===== src/rtl/fifo_wr_arbiter_pkg.sv =====
// Shared types and FIFO word layout for the write-side FIFO arbiter.
// The FIFO word is {id[2:0], last, payload[31:0]}.
package fifo_wr_arb_pkg;

  typedef enum logic {
    ST_IDLE  = 1'b0,
    ST_BURST = 1'b1
  } arb_state_e;

  localparam int WORD_W      = 36;
  localparam int ID_MSB      = 35;
  localparam int ID_LSB      = 33;
  localparam int LAST_BIT    = 32;
  localparam int PAYLOAD_MSB = 31;
  localparam int PAYLOAD_W   = 32;
  localparam int ID_W        = 3;

  function automatic logic [WORD_W-1:0] pack_word(input logic [ID_W-1:0]      id,
                                                  input logic                 last,
                                                  input logic [PAYLOAD_W-1:0] payload);
    logic [WORD_W-1:0] w;
    w                      = '0;
    w[ID_MSB:ID_LSB]       = id;
    w[LAST_BIT]            = last;
    w[PAYLOAD_MSB:0]       = payload;
    return w;
  endfunction

endpackage


===== src/rtl/fifo_wr_arbiter_if.sv =====
// Requester and FIFO write-port bundle for the arbiter.
// The slave modport is the arbiter's view; master is the environment's.
interface fifo_wr_arbiter_if
  import fifo_wr_arb_pkg::*;
#(
  parameter int N = 4
);
  logic [N-1:0]        en_mask;
  logic [N-1:0]        req_valid;
  logic [32*N-1:0]     req_data;
  logic [N-1:0]        req_last;
  logic [N-1:0]        req_ready;
  logic [WORD_W-1:0]   fifo_wdata;
  logic                fifo_wen;
  logic                fifo_wfull;
  logic [N-1:0]        grant;
  logic                busy;

  modport master (
    output en_mask, req_valid, req_data, req_last, fifo_wfull,
    input  req_ready, fifo_wdata, fifo_wen, grant, busy
  );

  modport slave (
    input  en_mask, req_valid, req_data, req_last, fifo_wfull,
    output req_ready, fifo_wdata, fifo_wen, grant, busy
  );
endinterface


===== src/rtl/fifo_wr_arbiter_rr_pick.sv =====
// Round-robin picker: first set bit of req searching upward from ptr+1,
// wrapping at N. Purely combinational.
module rr_pick #(
  parameter int N  = 4,
  parameter int PW = $clog2(N)
) (
  input  logic [N-1:0]  req,
  input  logic [PW-1:0] ptr,
  output logic [N-1:0]  pick,
  output logic [PW-1:0] idx
);

  logic          hit_s;
  logic [PW-1:0] cand_s;

  // Scan the N candidates in priority order starting just after the last owner.
  always_comb begin
    pick   = '0;
    idx    = '0;
    hit_s  = 1'b0;
    cand_s = '0;
    for (int k = 1; k <= N; k++) begin
      cand_s = PW'((int'(ptr) + k) % N);
      if (!hit_s && req[cand_s]) begin
        hit_s        = 1'b1;
        pick[cand_s] = 1'b1;
        idx          = cand_s;
      end else begin
        hit_s = hit_s;
      end
    end
  end

endmodule


===== src/rtl/fifo_wr_arbiter.sv =====
// Round-robin burst scheduler sharing one FIFO write port between N requesters.
// fifo_wen is combinational from fifo_wfull so a full FIFO is never written.
module fifo_wr_arbiter
  import fifo_wr_arb_pkg::*;
#(
  parameter int N         = 4,
  parameter int MAX_BURST = 16,
  parameter int IDW       = 3
) (
  input  logic              clk,
  input  logic              rst_n,
  fifo_wr_arbiter_if.slave  bus
);

  localparam int PW = $clog2(N);
  localparam int CW = $clog2(MAX_BURST);
  localparam logic [CW-1:0] CNT_LAST = CW'(MAX_BURST - 1);

  arb_state_e     state_r, state_n_s;
  logic [N-1:0]   grant_r, grant_n_s;
  logic [PW-1:0]  ptr_r, ptr_n_s;
  logic [CW-1:0]  cnt_r, cnt_n_s;
  logic           busy_r;

  logic [N-1:0]         eligible_s;
  logic [N-1:0]         pick_s;
  logic [PW-1:0]        pick_idx_s;
  logic                 own_valid_s;
  logic                 own_en_s;
  logic                 own_last_s;
  logic [PAYLOAD_W-1:0] own_data_s;
  logic                 beat_s;
  logic [N-1:0]         ready_s;
  logic [WORD_W-1:0]    wdata_s;

  assign eligible_s = bus.req_valid & bus.en_mask;

  rr_pick #(
    .N  (N),
    .PW (PW)
  ) u_pick (
    .req  (eligible_s),
    .ptr  (ptr_r),
    .pick (pick_s),
    .idx  (pick_idx_s)
  );

  // Owner's signals selected through the one-hot grant; all zero in IDLE.
  always_comb begin
    own_valid_s = |(bus.req_valid & grant_r);
    own_en_s    = |(bus.en_mask & grant_r);
    own_last_s  = |(bus.req_last & grant_r);
    own_data_s  = '0;
    for (int i = 0; i < N; i++) begin
      own_data_s = own_data_s | (bus.req_data[i*32 +: 32] & {PAYLOAD_W{grant_r[i]}});
    end
  end

  // Next-state and write-port outputs.
  always_comb begin
    state_n_s = state_r;
    grant_n_s = grant_r;
    ptr_n_s   = ptr_r;
    cnt_n_s   = cnt_r;
    ready_s   = '0;
    beat_s    = 1'b0;
    wdata_s   = '0;
    case (state_r)
      ST_IDLE: begin
        if (|eligible_s) begin
          state_n_s = ST_BURST;
          grant_n_s = pick_s;
          ptr_n_s   = pick_idx_s;
          cnt_n_s   = '0;
        end else begin
          state_n_s = ST_IDLE;
        end
      end
      ST_BURST: begin
        ready_s = grant_r & {N{own_en_s & ~bus.fifo_wfull}};
        beat_s  = own_valid_s & own_en_s & ~bus.fifo_wfull;
        wdata_s = pack_word(IDW'(ptr_r), own_last_s, own_data_s);
        if (beat_s) begin
          cnt_n_s = cnt_r + CW'(1);
        end else begin
          cnt_n_s = cnt_r;
        end
        // A full stall with the owner still valid holds the grant.
        if (!own_valid_s || !own_en_s || (beat_s && (own_last_s || cnt_r == CNT_LAST))) begin
          state_n_s = ST_IDLE;
          grant_n_s = '0;
          cnt_n_s   = '0;
        end else begin
          state_n_s = ST_BURST;
        end
      end
      default: begin
        state_n_s = ST_IDLE;
        grant_n_s = '0;
        cnt_n_s   = '0;
      end
    endcase
  end

  // State, grant, round-robin pointer and beat counter.
  always_ff @(posedge clk or negedge rst_n) begin
    if (!rst_n) begin
      state_r <= ST_IDLE;
      grant_r <= '0;
      ptr_r   <= PW'(N - 1);
      cnt_r   <= '0;
      busy_r  <= 1'b0;
    end else begin
      state_r <= state_n_s;
      grant_r <= grant_n_s;
      ptr_r   <= ptr_n_s;
      cnt_r   <= cnt_n_s;
      busy_r  <= (state_n_s == ST_BURST);
    end
  end

  assign bus.req_ready  = ready_s;
  assign bus.fifo_wen   = beat_s;
  assign bus.fifo_wdata = wdata_s;
  assign bus.grant      = grant_r;
  assign bus.busy       = busy_r;

endmodule


===== src/flat_wrapper.sv =====
// flat-port wrapper written by rule: the top's interface ports become plain ports
module fifo_wr_arbiter_flat import fifo_wr_arb_pkg::*;
#(
  parameter int N         = 4,
  parameter int MAX_BURST = 16,
  parameter int IDW       = 3
)
  (clk, rst_n, bus_en_mask, bus_req_valid, bus_req_data, bus_req_last, bus_fifo_wfull, bus_req_ready, bus_fifo_wdata, bus_fifo_wen, bus_grant, bus_busy);
  fifo_wr_arbiter_if #(.N(N)) bus_i ();
  input  logic clk;
  input  logic rst_n;
  input wire logic [$bits(bus_i.en_mask)-1:0] bus_en_mask;
  input wire logic [$bits(bus_i.req_valid)-1:0] bus_req_valid;
  input wire logic [$bits(bus_i.req_data)-1:0] bus_req_data;
  input wire logic [$bits(bus_i.req_last)-1:0] bus_req_last;
  input wire logic [$bits(bus_i.fifo_wfull)-1:0] bus_fifo_wfull;
  output wire logic [$bits(bus_i.req_ready)-1:0] bus_req_ready;
  output wire logic [$bits(bus_i.fifo_wdata)-1:0] bus_fifo_wdata;
  output wire logic [$bits(bus_i.fifo_wen)-1:0] bus_fifo_wen;
  output wire logic [$bits(bus_i.grant)-1:0] bus_grant;
  output wire logic [$bits(bus_i.busy)-1:0] bus_busy;
  assign bus_i.en_mask = bus_en_mask;
  assign bus_i.req_valid = bus_req_valid;
  assign bus_i.req_data = bus_req_data;
  assign bus_i.req_last = bus_req_last;
  assign bus_i.fifo_wfull = bus_fifo_wfull;
  assign bus_req_ready = bus_i.req_ready;
  assign bus_fifo_wdata = bus_i.fifo_wdata;
  assign bus_fifo_wen = bus_i.fifo_wen;
  assign bus_grant = bus_i.grant;
  assign bus_busy = bus_i.busy;
  fifo_wr_arbiter #(.N(N), .MAX_BURST(MAX_BURST), .IDW(IDW)) u_core (.clk(clk), .rst_n(rst_n), .bus(bus_i));
endmodule

===== config.mk =====
export PLATFORM = sky130hd
export DESIGN_NAME = fifo_wr_arbiter_flat
export DESIGN_NICKNAME = d
export VERILOG_FILES = /design/src/rtl/fifo_wr_arbiter_pkg.sv /design/src/rtl/fifo_wr_arbiter_if.sv /design/src/rtl/fifo_wr_arbiter_rr_pick.sv /design/src/rtl/fifo_wr_arbiter.sv /design/src/flat_wrapper.sv
export SDC_FILE = /design/constraint.sdc
export NUM_CORES = 1
export LEC_CHECK = 0
export CAP_MARGIN = 20
export CORE_MARGIN = 2
export CORE_UTILIZATION = 33
export DETAILED_ROUTE_END_ITERATION = 8
export HOLD_SLACK_MARGIN = 0.15
export PLACE_DENSITY_LB_ADDON = 0.05
export SLEW_MARGIN = 20
export SYNTH_ARGS = -nofsm -noshare
export SYNTH_HDL_FRONTEND = slang
export SYNTH_SLANG_ARGS = --single-unit

===== constraint.sdc =====
create_clock -name clk -period 4.54 [get_ports clk]
set_input_delay 0.908 -clock clk [delete_from_list [all_inputs] [get_ports clk]]
set_output_delay 0.908 -clock clk [all_outputs]
set_load 0.01 [all_outputs]

Word-level counts from Yosys, hierarchy flattened
Index checks and enable logic that the tools add are counted.

Register bits: 11. Input bits: 143. Output and inout port bits: 46. Logic and storage cells: 104.

$add $sub $neg: 5. $lt $le $gt $ge: 8. Equal/unequal tests: 4. Multiplexer cells: 40. Bitwise operators: 20. Reductions and logical operators: 23.

Operators with widths (number): AND 32 bit (4); OR 32 bit (3); 2-to-1 mux 4 bit (10); 2-to-1 mux 35 bit (1); AND 4 bit (5); case mux 4 bit (2 select lines) (2); OR reduction 4 bit (4); 2-to-1 mux 1 bit (14); less-than comparator 2 x 3 -> 1 bit, second input constant (4); OR 4 bit (3); binary-select mux 1 bit (select 2 bit) (4); demux 1 bit (select 2 bit) (4); >= comparator 2 x 1 -> 1 bit, second input constant (4); logical AND 1 bit (8); 2-to-1 mux 2 bit (4); AND reduction 2 bit (3); logical NOT 1 bit (5); adder 2 x 1 -> 2 bit, second input constant (2); adder 2 bit, second input constant (2); adder 4 x 1 -> 4 bit, second input constant (1); == test 4 bit, second input constant (1); AND 1 bit (3); logical OR 1 bit (3); inequality test 3 bit, second input constant (1); other kinds (4) (5).

Longest topological paths before layout
Depth after elaboration: 15. Depth in mapped cells: 8. Depth with buffers taken out: 7.

Modules after synthesis
A second synthesis with hierarchy kept.

Cells, all modules: 245. Area total of the unflattened synthesis: 2033.2 um2.

Modules (own cells, without submodules): fifo_wr_arbiter (instances 1, cells each 186, area each 1542.7 um2, seq. area each 277.8 um2); rr_pick (instances 1, cells each 59, area each 490.5 um2, seq. area each 0.0 um2).

Least setup slack after synthesis
Ideal clock, no wire load.

Path kind: register to register. Start: register u_core.ptr_r[1]. End: register u_core.grant_r[0] (netlist: u_core.bus.grant[0]). Library setup time: 0.066 ns. Arrival: 2.449 ns. Data required time: 4.474 ns. Setup slack: 2.025 ns. Stages on the path, launching flop included: 9. Path buffers: 1. Clock period less this slack: 2.515 ns. Cells stage by stage: dfstp_2 clkbuf_1 inv_1 ha_1 nand3b_1 a2111oi_2 o21ai_0 a311oi_1 a221o_1.

Longest elaborated chain between the ends: 15.

RTL lines: from (decl) (line fifo_wr_arbiter.sv:21) `logic [PW-1:0] ptr_r, ptr_n_s;`; from (signal assigned) (line fifo_wr_arbiter.sv:110) `ptr_r <= PW'(N - 1);`; from (signal assigned) (line fifo_wr_arbiter.sv:116) `ptr_r <= ptr_n_s;`; parallel branches: the longest is 12 deep, another holds less-than comparator 2 x 3 -> 1 bit; 2-to-1 mux 4 bit (*) (line fifo_wr_arbiter_rr_pick.sv:24) `if (!hit_s && req[cand_s]) begin`; 2-to-1 mux 4 bit (*) (line fifo_wr_arbiter.sv:70) `if (|eligible_s) begin`; case mux 4 bit (2 select lines) (*) (line fifo_wr_arbiter.sv:68) `case (state_r)`; to (signal assigned) (line fifo_wr_arbiter.sv:115) `grant_r <= grant_n_s;`; to (decl) (line fifo_wr_arbiter.sv:20) `logic [N-1:0] grant_r, grant_n_s;`.

Every way passes the cells marked *. The select of a mux whose other input is x is not followed. A chain may end at the register's enable or synchronous reset.

Final worst setup path
Start: input bus_en_mask[2]. End: output bus_fifo_wen.

Longest elaborated chain between the ends: 5.

RTL lines: from (decl) (line flat_wrapper.sv:12) `input wire logic [$bits(bus_i.en_mask)-1:0] bus_en_mask;`; AND 4 bit (line fifo_wr_arbiter.sv:51) `own_en_s = |(bus.en_mask & grant_r);`; OR reduction 4 bit (line fifo_wr_arbiter.sv:51); AND 1 bit (2 in series) (line fifo_wr_arbiter.sv:81) `beat_s = own_valid_s & own_en_s & ~bus.fifo_wfull;`; 2-to-1 mux 1 bit (line fifo_wr_arbiter.sv:68); to (decl) (line flat_wrapper.sv:19) `output wire logic [$bits(bus_i.fifo_wen)-1:0] bus_fifo_wen;`.

No other way between the ends.

==> flow_metrics.py <==
metrics = {
    "outcome": {
        "outcome": "finished clean",
    },
    "die": {
        "initial_core_util_pct": 34.7,
        "die_h_um": 80.6,
        "die_w_um": 80.6,
        "core_um2": 5570,
        "io_pins": 189,
        "die_area_um2": 6490,
        "rows": 27,
    },
    "critical_path": {
        "cp_cell_sequence": "clkdlybuf4s50_1, a22oi_1, nand2_1, nand2_1, a211oi_1, clkdlybuf4s50_1",
        "rr_worst_depth": 7,
        "r2r_start": "u_core.ptr_r[0]$_DFFE_PN1P_",
        "r2r_slack_ps": 1550,
        "end_kind": "output pin",
        "rr_endpoint": "u_core.bus.grant[1]$_DFFE_PN0P_",
        "crit_type": "in2out",
        "cp.arrival_ps": 2810,
        "max_stage_delay_ps": 640,
        "crit_fanout": 8,
        "worst-path-buf-inv": 2,
        "required_ps": 3630,
        "start_kind": "input pin",
        "cp_top_family": "buffers and inverters",
        "startpoint": "bus_en_mask[2]",
        "worst_path_max_delay_cell": "clkdlybuf4s50_1",
    },
    "yosys": {
        "ys_ff_latch": 11,
        "syn_area_per_cell_um2": 7.47,
        "ys_async_sr_fraction_pct": 100,
        "ys_seq_area_share_pct": 14.4,
        "synth_top_area_cell": "a22oi_1",
        "yosys-top-cells-count": "a22oi_1, a21oi_1, nand2_1",
        "synthTopCellsByArea": "a22oi_1, dfrtp_1, a21oi_1, ha_1, dfstp_2",
        "synth_cell_types": 47,
        "synth_area_um2": 1930,
        "synth_top_area_share_pct": 27.6,
        "syn-instance-count": 259,
        "dominantRegCellSynth": "dfrtp_1",
        "synth-edff-count": 0,
        "ys_warn_count": 0,
        "synthesis.nets": 411,
        "yosysMostFrequentCell": "a22oi_1",
    },
    "cells_and_area": {
        "area_delta_synth_final_pct": 99.7,
        "fin_util_pct": 69.3,
        "antenna_cells": 0,
        "multiInputGateArea_um2": 1530,
        "drive_above_1_share_pct": 4.65,
        "final_nets": 583,
        "fill_cells": 481,
        "ff_latch_area_um2": 278,
        "stdcell_area_um2": 3860,
    },
    "clock_tree": {
        "path_clk_slew_ps": 50,
        "worst_skew_pair.late_latency_ps": 250,
        "root_buffer": "clkbuf_8",
        "clk_path_buf_depth": 2,
        "cts_tree": "built",
        "cts_resized": 0,
        "numCtsBuffers": 3,
        "cts_sinks": 11,
        "holdBufCountCts": 0,
        "post_cts_buffers": 0,
        "htreeDepth": 1,
    },
    "worst_hold_path": {
        "whs_path_depth": 2,
        "hold_class": "reg2reg",
        "worstHoldStart": "u_core.cnt_r[0]$_DFFE_PN0P_",
        "whs_endpoint": "u_core.cnt_r[0]$_DFFE_PN0P_",
    },
    "timing": {
        "max_slew.worst_pin.slew_ps": 734,
        "period_share_pct": 81.8,
        "rsz0062_at_grt": "false",
        "setup_tns_ps": 0,
        "slew_viol_final": 0,
        "period_minus_slack_ps": 3710,
        "fmax_mhz": 269,
        "relSlewSlack_pct": 50.5,
        "hold_viol": 0,
        "setup_violations": 0,
        "fin_skew_ps": 7.12,
    },
    "place": {
        "place_area_um2": 3820,
        "hpwl_mm": 7.74,
        "port-buffer-count": 187,
        "place.gp.congestion": 0.993,
    },
    "power": {
        "peakVddDrop_uv": 366,
        "leakagePower_uw": 0.00137,
        "powerDensity_nw_per_um2": 347,
    },
    "grt": {
        "grt_pass1_vias": 2676,
        "track_usage_pct": 27.6,
        "antenna_found_initial": 0,
        "grt.overflow.total": 0,
        "grt_max_degree": 38,
        "grt_pass1_wl_mm": 14.1,
    },
    "detailed_routing": {
        "ant_nets": 0,
        "vias": 2915,
        "drc": 0,
        "finalWirelength_mm": 9.89,
        "vias_per_cell": 5.81,
        "first_pass_iters": 4,
        "drt_iter0_markers": 167,
        "wl_per_cell_um": 19.7,
    },
    "run": {
        "cap_viol_max_count": 0,
    },
}
==> per-stage QoR <==
stage               worst slack, ps  cells  hold slack (ps)  total power, µW
floorplan                      2020    259              533              774
finish                          825    502              583             1340
CTS                             845    502              581             1340
global route                    724    502              607             1440
global placement                907    498              551             1220
detailed placement              843    498              573             1230
==> worst max-delay path by stage <==
stage / end / slack [ps] / cells past startpoint
global route: bus_fifo_wen / 720 / 6
finish: bus_fifo_wen / 830 / 6
CTS: bus_req_ready[0] / 850 / 7
detailed placement: bus_req_ready[0] / 840 / 7
global placement: bus_req_ready[0] / 910 / 7
floorplan: u_core.bus.grant[0]$_DFFE_PN0P_ / 2020 / 8
==> kinds of logic after synthesis <==
family / share of synthesized area, %
AND/OR/NAND/NOR: 14.8
other: 0.194
AO/OA/AOI/OAI: 54.3
XOR/XNOR: 0.906
buffers and inverters: 6.73
adder cells (fa/ha/maj): 5.82
flip-flops: 14.4
multiplexers: 2.85
==> routing by layer <==
metal	GRT usage [%]	vias up	part of all wire [%]
li1	-	1382	-
met1	33.0	1378	37
met4	4.75	0	0.76
met5	0	-	0
met2	50.5	144	53
met3	6.52	11	9.0
==> layout make-up <==
| type | instances | share of cell area [%] |
|---|---|---|
| clock buffer | 4 | 1.17 |
| tap | 72 | 2.33 |
| inverter | 6 | 0.583 |
| multi-input combinational | 218 | 39.5 |
| timing repair buffer | 191 | 49.2 |
| sequential | 11 | 7.19 |
==> cells in the final DEF (no fill, tap or decap), types with 2 or more instances in the layout <==
cell,Yosys,final
o21ai_0,9,9
a221o_1,5,5
and3b_1,2,2
xor2_1,2,2
ha_1,9,9
dfrtp_1,9,9
a311oi_1,4,4
clkdlybuf4s50_1,0,187
nor3_1,3,3
a21oi_1,38,38
nor2_1,11,11
inv_1,5,5
a22oi_1,71,71
clkbuf_8,0,3
buf_4,1,4
and2_1,8,8
nand3_1,10,10
a211oi_1,3,3
and3_1,3,3
nand2_1,14,14
mux4_2,2,2
nand3b_1,2,2
dfstp_2,2,2
o311ai_0,2,2
==> sequential cells by signal (all words and copies together) (netlist names) <==
register / cells
u_core.bus.grant: 4
u_core.cnt_r: 4
u_core.ptr_r: 2
u_core.state_r: 1
==> worst register-to-register path: stages (launching register included) <==
cell and delay, ps:
dfstp_2 630, inv_1 310, ha_1 510, nand3b_1 230, a2111oi_2 590, o21ai_0 170, a311oi_1 320, a221o_1 150
==> report_power, final <==
part	leakage, µW	switching, µW	internal, µW
sequential	0.000142	68.8	129
combinational	0.00120	523	518
clock	0.0000228	40.3	61.9
(Power assumes the default switching activity.)
